File: src/rtl/bus_arbiter_rr.sv
// bus_arbiter_rr: round-robin arbiter for N bus masters.
// It supports locked tenures, a one-cycle turnaround between owners and a watchdog that reclaims a hung bus.
module bus_arbiter_rr #(
  parameter int N_MASTERS = 3,
  parameter int ID_W      = 2,
  parameter int TIMEOUT   = 16,
  parameter int CNT_W     = 5
) (
  input  logic                 BUS_CLK,
  input  logic                 RST,
  input  logic [N_MASTERS-1:0] BR,
  input  logic [N_MASTERS-1:0] LOCK,
  input  logic                 ACK,
  output logic [N_MASTERS-1:0] BG,
  output logic                 BUS_BUSY,
  output logic [ID_W-1:0]      GNT_ID,
  output logic                 TIMEOUT_ERR
);
  typedef enum logic [1:0] {IDLE, GRANT, TURN} state_t;
  localparam logic [CNT_W-1:0] LAST = CNT_W'(TIMEOUT == 0 ? 0 : TIMEOUT - 1);
  state_t state, state_n;
  logic [ID_W-1:0] ptr, ptr_n, win, gnt_n, nxt;
  logic [CNT_W-1:0] cnt, cnt_n;
  logic [N_MASTERS-1:0] bg_n;
  logic found, err_n, rel, tmo;
  always_comb begin
    win = '0;
    found = 1'b0;
    for (int i = 0; i < N_MASTERS; i++)
      if (!found && BR[(int'(ptr) + i) % N_MASTERS]) begin
        found = 1'b1;
        win = ID_W'((int'(ptr) + i) % N_MASTERS);
      end
  end
  assign nxt = (int'(GNT_ID) == N_MASTERS - 1) ? '0 : GNT_ID + 1'b1;
  // Abandon and unlocked ACK both release; ACK always beats a coincident timeout.
  assign rel = !BR[GNT_ID] || (ACK && !LOCK[GNT_ID]);
  assign tmo = (TIMEOUT != 0) && !ACK && (cnt == LAST);
  assign BUS_BUSY = |BG;
  always_comb begin
    state_n = state;
    bg_n = BG;
    gnt_n = GNT_ID;
    ptr_n = ptr;
    cnt_n = cnt;
    err_n = 1'b0;
    if (state == GRANT) begin
      if (rel || tmo) begin
        state_n = TURN;
        bg_n = '0;
        ptr_n = nxt;
        err_n = !rel;
      end else begin
        cnt_n = ACK ? '0 : (&cnt ? cnt : cnt + 1'b1);
      end
    end else if (found) begin
      state_n = GRANT;
      bg_n = N_MASTERS'(1) << win;
      gnt_n = win;
      cnt_n = '0;
    end else begin
      state_n = IDLE;
      bg_n = '0;
    end
  end
  always_ff @(posedge BUS_CLK or negedge RST)
    if (!RST) begin
      state <= IDLE;
      BG <= '0;
      GNT_ID <= '0;
      ptr <= '0;
      cnt <= '0;
      TIMEOUT_ERR <= 1'b0;
    end else begin
      state <= state_n;
      BG <= bg_n;
      GNT_ID <= gnt_n;
      ptr <= ptr_n;
      cnt <= cnt_n;
      TIMEOUT_ERR <= err_n;
    end
endmodule

File: config.mk
export PLATFORM = sky130hd
export DESIGN_NAME = bus_arbiter_rr
export DESIGN_NICKNAME = d
export VERILOG_FILES = /design/src/rtl/bus_arbiter_rr.sv
export SDC_FILE = /design/constraint.sdc
export NUM_CORES = 1
export LEC_CHECK = 0
export CORE_UTILIZATION = 56
export DETAILED_ROUTE_END_ITERATION = 8
export GPL_ROUTABILITY_DRIVEN = 0
export GPL_TIMING_DRIVEN = 0
export PLACE_DENSITY_LB_ADDON = 0.05
export SETUP_SLACK_MARGIN = 0.4
export SLEW_MARGIN = 25
export SYNTH_ARGS = -nofsm -noshare
export SYNTH_HDL_FRONTEND = slang
export SYNTH_SLANG_ARGS = --single-unit
File: constraint.sdc
create_clock -name BUS_CLK -period 4.9 [get_ports BUS_CLK]
set_input_delay 0.98 -clock BUS_CLK [delete_from_list [all_inputs] [get_ports BUS_CLK]]
set_output_delay 0.98 -clock BUS_CLK [all_outputs]
set_load 0.01 [all_outputs]
==> metrics.md, run 1 <==
| Metric | Value |
|---|---|
| Initial antenna violation count | `0` |
| Layout cell share with drive strength beyond 1 | `~15%` |
| DR pass1 iterations | `4` |
| Die ar. | `1970 sq um` |
| Vias | `825` |
| Routed len/inst | `13.6 um` |
| Hold Worst Slack | `516 ps` |
| Vias in the first global route | `roughly 780` |
| Startpoint types | `input port` |
| Total GRT Usage | `between 20% and 30%` |
| Clk_lat worst skew | `280 ps` |
| Synth top area share | `37.3%` |
| Worst VDD drop | `0.273 mV` |
| Final-stage net count | `134` |
| Setup tns final | `0 ps` |
| CP Max Fanout | `7` |
| Reg2reg setup slack | `2650 ps` |
| Largest delay share family, worst path | `compound AO/OA/AOI/OAI gates` |
| Req. time, crit path | `~5000 ps` |
| DRC | `0` |
| Post-DRT Antenna Nets | `0` |
| Worst hold start | `BG[0]` |
| Flop and latch count out of synthesis | `15` |
| Final WL | `1.92 mm` |
| Via-to-Cell Ratio | `5.85` |
| Slowest Stage Delay on Critical Path | `540 ps` |
| CP Class | `in -> reg` |
| Area grow syn2layout | `20.5%` |
| Clock buffer count from CTS | `3` |
| Worst Tran Pin Value | `between 600 and 700 ps` |
| Minimum clock period | `2700 ps` |
| Width of the die | `44.4 um` |
| Design Power | `0.676 mW` |
| Syn_area_per_cell | `10.3 sq um` |
| RSZ-0062 raised after global routing | `no` |
| TritonCTS clock tree | `done` |
| Final Max Tran Viols | `0` |
| Hold path depth | `2` |
| Setup-failing EPs final | `0` |
| Post-CTS setup buffers | `0` |
| Final worst setup slack | `2200 ps` |
| Power Density | `roughly 560 nW/um^2` |
| Area contributors post-synth | `dfrtp_1 (37%), ha_1 (8.7%), mux2_2 (5.6%)` |
| # fillers | `between 100 and 150` |
| CTS Sinks | `15` |
| Critical R2R Capture | `cnt[3]` |
| Hold Fails Final Rpt | `0` |
| Syn Inst Count | `98` |
| CTS clk-pin slew, worst paths | `90 ps` |
| Max-cap viol count | `0` |
| Htree depth | `1` |
| Detailed placer's ending HPWL | `1.51 mm` |
| Outcome | `finished clean` |
| Hold Path End | `BG[0]` |
| Crit. End Element | `flip-flop` |
| First-pass GRT wire length | `approximately 3.3 mm` |
| Hold Crit Class | `reg -> reg` |
| CTS max path bufs | `2` |
| I/O Buffers | `15` |
| Core area | `1590 sq um` |
| Crit-path cells | `clkdlybuf4s50_1 -> mux2i_1 -> o21ai_2 -> o41a_1 -> or2_4 -> o21ai_1` |
| Row count | `14` |
| CP bufs+invs | `1` |
| Mapped Area | `1010 sq um` |
| Tcrit/Tclk final | `55.0%` |
| Setup slack at placement | `1960 ps` |
| Iter 0 DRT Violations | `15` |
| Vert. Die Dim | `44.4 um` |
| Count of cell types in the netlist | `37` |
| Initial core utilization | `63.1%` |
| Final core occ | `between 70% and 80%` |
| Relative slew slack | `56.3%` |
| Mapped Nets | `114` |
| Max Freq | `0.371 GHz` |
| Largest net degree at the start of global routing | `16` |
| Antenna diode count | `0` |
| CP max stage cell | `o41a_1` |
| Lkg Pwr | `0.519 nW` |
| Skew final | `approximately 12 ps` |
| Area leader, netlist | `dfrtp_1` |
| I/O pins | `16` |
| GRT overflow | `0` |
| Resized cells post-CTS | `0` |
| Reg2Reg Launch Point | `ptr[0]` |
| Arrival @ worst endpoint | `roughly 2900 ps` |
| Synth warn | `0` |
| Register area share after synthesis | `37.3%` |
| Crit path depth | `6` |
| CTS Hold Bufs | `0` |
| Root buf cell | `clkbuf_4` |
| Worst reg2reg path depth | `7` |
==> worst register-to-register path, cell delays in order, from the launching register on <==
cell and delay, ps:
dfrtp_1 400, inv_1 80, ha_1 280, buf_2 170, o211a_1 250, o41a_1 520
or2_4 320, o21ai_1 160
==> cells by family (layout without fill, tap and decap cells) <==
logic type,after synthesis,count (layout),synth area share (%)
simple gates,30,30,17.9
mux,10,10,10.6
compound gates,26,26,21.6
fa+ha+maj,7,7,8.71
flops,15,15,37.3
buf+inv,10,29,3.86
==> final cells by class <==
type / count / area [sq um] / area share, %
Timing Repair Buffer: 15 / 150 / 12.4
Sequential cell: 15 / 375 / 31.0
Multi-Input combinational cell: 73 / 592 / 48.8
Tap cell: 24 / 30.0 / 2.48
Buffer: 2 / 8.76 / 0.722
Inverter: 8 / 30.0 / 2.48
Clock buffer: 4 / 26.3 / 2.17
==> cell usage after synthesis (all sizes together) <==
master	number
o211a	1
buf	1
o221ai	1
or2	2
a211oi	1
and3	2
nand2b	6
a31oi	1
nor4b	1
o21ai	5
dfrtp	15
o41a	1
nand2	6
nor3	3
o211ai	1
mux2i	5
inv	8
a21boi	1
nor2	6
or3	1
o22a	1
nand3b	1
o41ai	2
o31ai	2
mux2	5
nor4	1
o32a	1
a22o	4
clkbuf	1
ha	7
a21oi	4
nand4b	1
==> power by group <==
group	switching (mW)	total, mW	internal, mW	leakage (nW)
clock network	0.0355	0.0670	0.0315	0.0150
registers	0.0346	0.198	0.163	0.198
logic	0.215	0.412	0.197	0.306
total	0.285	0.676	0.391	0.519
==> metrics by stage <==
step / cell area (sq um) / cells
floorplan: 1010 / 98
global placement: 1190 / 137
detailed placement: 1190 / 137
CTS: 1210 / 141
global route: 1210 / 141
finish: 1210 / 141
==> worst max-delay path by stage <==
stage / slack, ps / endpoint / from
CTS: 2200 / cnt[3] / BR[2]
global route: 2140 / cnt[3] / BR[2]
floorplan: 2660 / cnt[2] / BR[2]
global placement: 1970 / cnt[2] / BR[2]
detailed placement: 1960 / cnt[2] / BR[2]
finish: 2200 / cnt[3] / BR[2]
==> flip-flops by register name, summed over array words and instances, names as in the netlist <==
name	count
ptr	2
state	2
GNT_ID	2
cnt	5
BG	3
TIMEOUT_ERR	1
==> cell usage in the layout (no fill, tap or decap), drive strengths merged, types with 2 or more instances in the layout <==
cell type	n
nor3	3
clkdlybuf4s50	15
and3	2
o21ai	5
o31ai	2
a21oi	4
nor2	6
ha	7
mux2	5
or2	2
nand2b	6
inv	8
o41ai	2
mux2i	5
a22o	4
dfrtp	15
clkbuf	5
nand2	6
==> per-layer routing <==
| metal | GRT usage [%] | vias up | share of wire [%] |
|---|---|---|---|
| met2 | 39.7 | 18 | 51 |
| met4 | 9.70 | 0 | 1.4 |
| li1 | - | 405 | - |
| met3 | 5.31 | 4 | 4.2 |
| met1 | 29.0 | 398 | 44 |
| met5 | 0 | - | 0 |
No activity file was read; power rests on OpenSTA's default activity.
==> run 2, diff against run 1 <==
- CORE_UTILIZATION: 56 -> 52
- clock period: 4.9 -> 2.7 ns (I/O delays scaled with it)
==> metrics.md, run 2 (synthesized netlist as in run 1, its figures left out) <==
| Metric | Value |
|---|---|
| Outcome | `finished clean` |
| Worst Tran Pin Value | `685 ps (+31.2 ps)` |
| Number of flip-flops in the largest register | `5 (unchanged)` |
| Max Freq | `0.452 GHz` |
| CTS max path bufs | `2 (unchanged)` |
| Reg2Reg Launch Point | `ptr[0]` |
| Max-cap viol count | `0 (unchanged)` |
| Root buf cell | `clkbuf_4` |
| RSZ-0062 raised after global routing | `no` |
| CTS clk-pin slew, worst paths | `90 ps (about the same)` |
| DRC | `0 (unchanged)` |
| TritonCTS clock tree | `done` |
| Clock buffer count from CTS | `3 (unchanged)` |
| Vias | `796 (-3.5%)` |
| Final Max Tran Viols | `0 (unchanged)` |
| Worst hold start | `BG[0]` |
| Via-to-Cell Ratio | `5.61 (-4.2%)` |
| Crit. End Element | `flip-flop` |
| DP Area | `1190 sq um (+0.11%)` |
| Skew final | `5.44 ps (-6.88 ps)` |
| Layout cell share with drive strength beyond 1 | `16.2% (+0.85 points)` |
| Worst VDD drop | `0.632 mV (+130%)` |
| CP Class | `in -> reg` |
| Final WL | `2.05 mm (+6.5%)` |
| Area grow syn2layout | `21.0%` |
| Reg with most FFs | `cnt` |
| Vert. Die Dim | `46.0 um (+3.6%)` |
| Detailed placer's ending HPWL | `1.53 mm (+1.3%)` |
| Tcrit/Tclk final | `about four fifths` |
| Routed len/inst | `14.4 um (+5.8%)` |
| First-pass GRT wire length | `3.44 mm (+3.3%)` |
| Total GRT Usage | `23.3% (-0.27 points)` |
| Post-CTS setup buffers | `0 (unchanged)` |
| Arrival @ worst endpoint | `2420 ps (-460 ps)` |
| GRT overflow | `0 (unchanged)` |
| Post-DRT Antenna Nets | `0 (unchanged)` |
| I/O pins | `16 (unchanged)` |
| I/O Buffers | `15 (unchanged)` |
| Setup-failing EPs final | `0 (unchanged)` |
| Biggest regs | `cnt (5), BG (3)` |
| Core area | `1760 sq um (+11%)` |
| Req. time, crit path | `2910 ps (-2180 ps)` |
| Hold Crit Class | `reg -> reg` |
| Critical R2R Capture | `cnt[2]` |
| Iter 0 DRT Violations | `15 (unchanged)` |
| Most frequent cells in the layout | `dfrtp_1 (15), clkdlybuf4s50_1 (15), inv_1 (8)` |
| DR pass1 iterations | `4 (unchanged)` |
| Initial core utilization | `57.0% (-6.1 points)` |
| Lkg Pwr | `0.521 nW (+0.30%)` |
| Vias in the first global route | `802 (+3.5%)` |
| Minimum clock period | `2210 ps` |
| Hold Path End | `BG[0]` |
| Final-stage net count | `134 (unchanged)` |
| Hold path depth | `2 (unchanged)` |
| Htree depth | `1 (unchanged)` |
| Clk_lat worst skew | `280 ps (about the same)` |
| CTS Sinks | `15 (unchanged)` |
| Hold Fails Final Rpt | `0 (unchanged)` |
| Die ar. | `2110 sq um (+7.3%)` |
| Startpoint types | `input port` |
| Reg2reg setup slack | `490 ps (-2160 ps)` |
| Antenna diode count | `0 (unchanged)` |
| Relative slew slack | `54.2% (-2.1 points)` |
| Setup tns final | `0 ps (unchanged)` |
| Width of the die | `46.0 um (+3.6%)` |
| Initial antenna violation count | `0 (unchanged)` |
| Largest net degree at the start of global routing | `16 (unchanged)` |
| Power Density | `1020 nW/um^2 (+83%)` |
| CP Max Fanout | `7 (unchanged)` |
| Row count | `15 (+1)` |
| Worst reg2reg path depth | `8 (+1)` |
| Design Area, Final | `1220 sq um (+0.41%)` |
run 2: cell types whose count changed in the layout (fill, tap and decap cells not counted):
| cell | previous run | this run |
|---|---|---|
| mux2i_1 | 5 | 4 |
| mux2i_2 | 0 | 1 |
run 2: worst max path at each step:
stage	from	end	cells after the start
finish	BR[2]	cnt[2]	6
global route	ptr[0]	cnt[2]	8
CTS	ptr[0]	cnt[2]	8
detailed placement	BR[2]	cnt[2]	6
global placement	BR[2]	cnt[2]	6
floorplan	ptr[0]	cnt[2]	7
run 2: worst max-delay path, stage by stage:
cell	delay [ps]
clkdlybuf4s50_1	530
mux2i_2	240
o21ai_2	110
o41a_1	530
or2_4	310
a31oi_4	150
run 2: repair_timing:
| action | 4_1_cts | 5_1_grt |
|---|---|---|
| hold buffers | 0 | 0 |
| setup endpoints to repair | 0 | 3 |
| gates resized for setup | 0 | 1 |
run 2: final cells by class:
class / instances / area [sq um]
inverter: 8 / 30.0
sequential: 15 / 375
buffer: 2 / 8.76
clock buffer: 4 / 26.3
multi-input combinational: 73 / 596
fill: 151 / 547
tap: 25 / 31.3
timing repair buffer: 15 / 150
run 2: power by group:
part,leakage [nW],internal (mW),switching (mW)
sequential,0.198,0.296,0.0621
combinational,0.308,0.360,0.393
clock,0.0150,0.0573,0.0725
run 2: stage by stage:
| step | total power [mW] | setup slack [ps] | utilization (%) | hold WS, ps | std cells |
|---|---|---|---|---|---|
| 2_1_floorplan | 0.901 | 648 | - | 244 | 98 |
| 3_3_place_gp | 1.09 | 206 | 67.3 | 489 | 138 |
| 3_5_place_dp | 1.11 | 188 | 67.3 | 524 | 138 |
| 4_1_cts | 1.25 | 488 | 68.8 | 552 | 142 |
| 5_1_grt | 1.35 | 406 | 69.0 | 569 | 142 |
| 6_report | 1.24 | 490 | 69.0 | 536 | 142 |
run 2: layer usage:
| layer | vias up | share of wire [%] | GRT usage [%] | routed length, um |
|---|---|---|---|---|
| met3 | 2 | 4.3 | 5.16 | 87 |
| met2 | 20 | 48 | 36.6 | 988 |
| met4 | 0 | 1.0 | 11.8 | 21 |
| li1 | 402 | - | - | - |
| met5 | - | 0 | 0 | 0 |
| met1 | 372 | 46 | 29.7 | 951 |
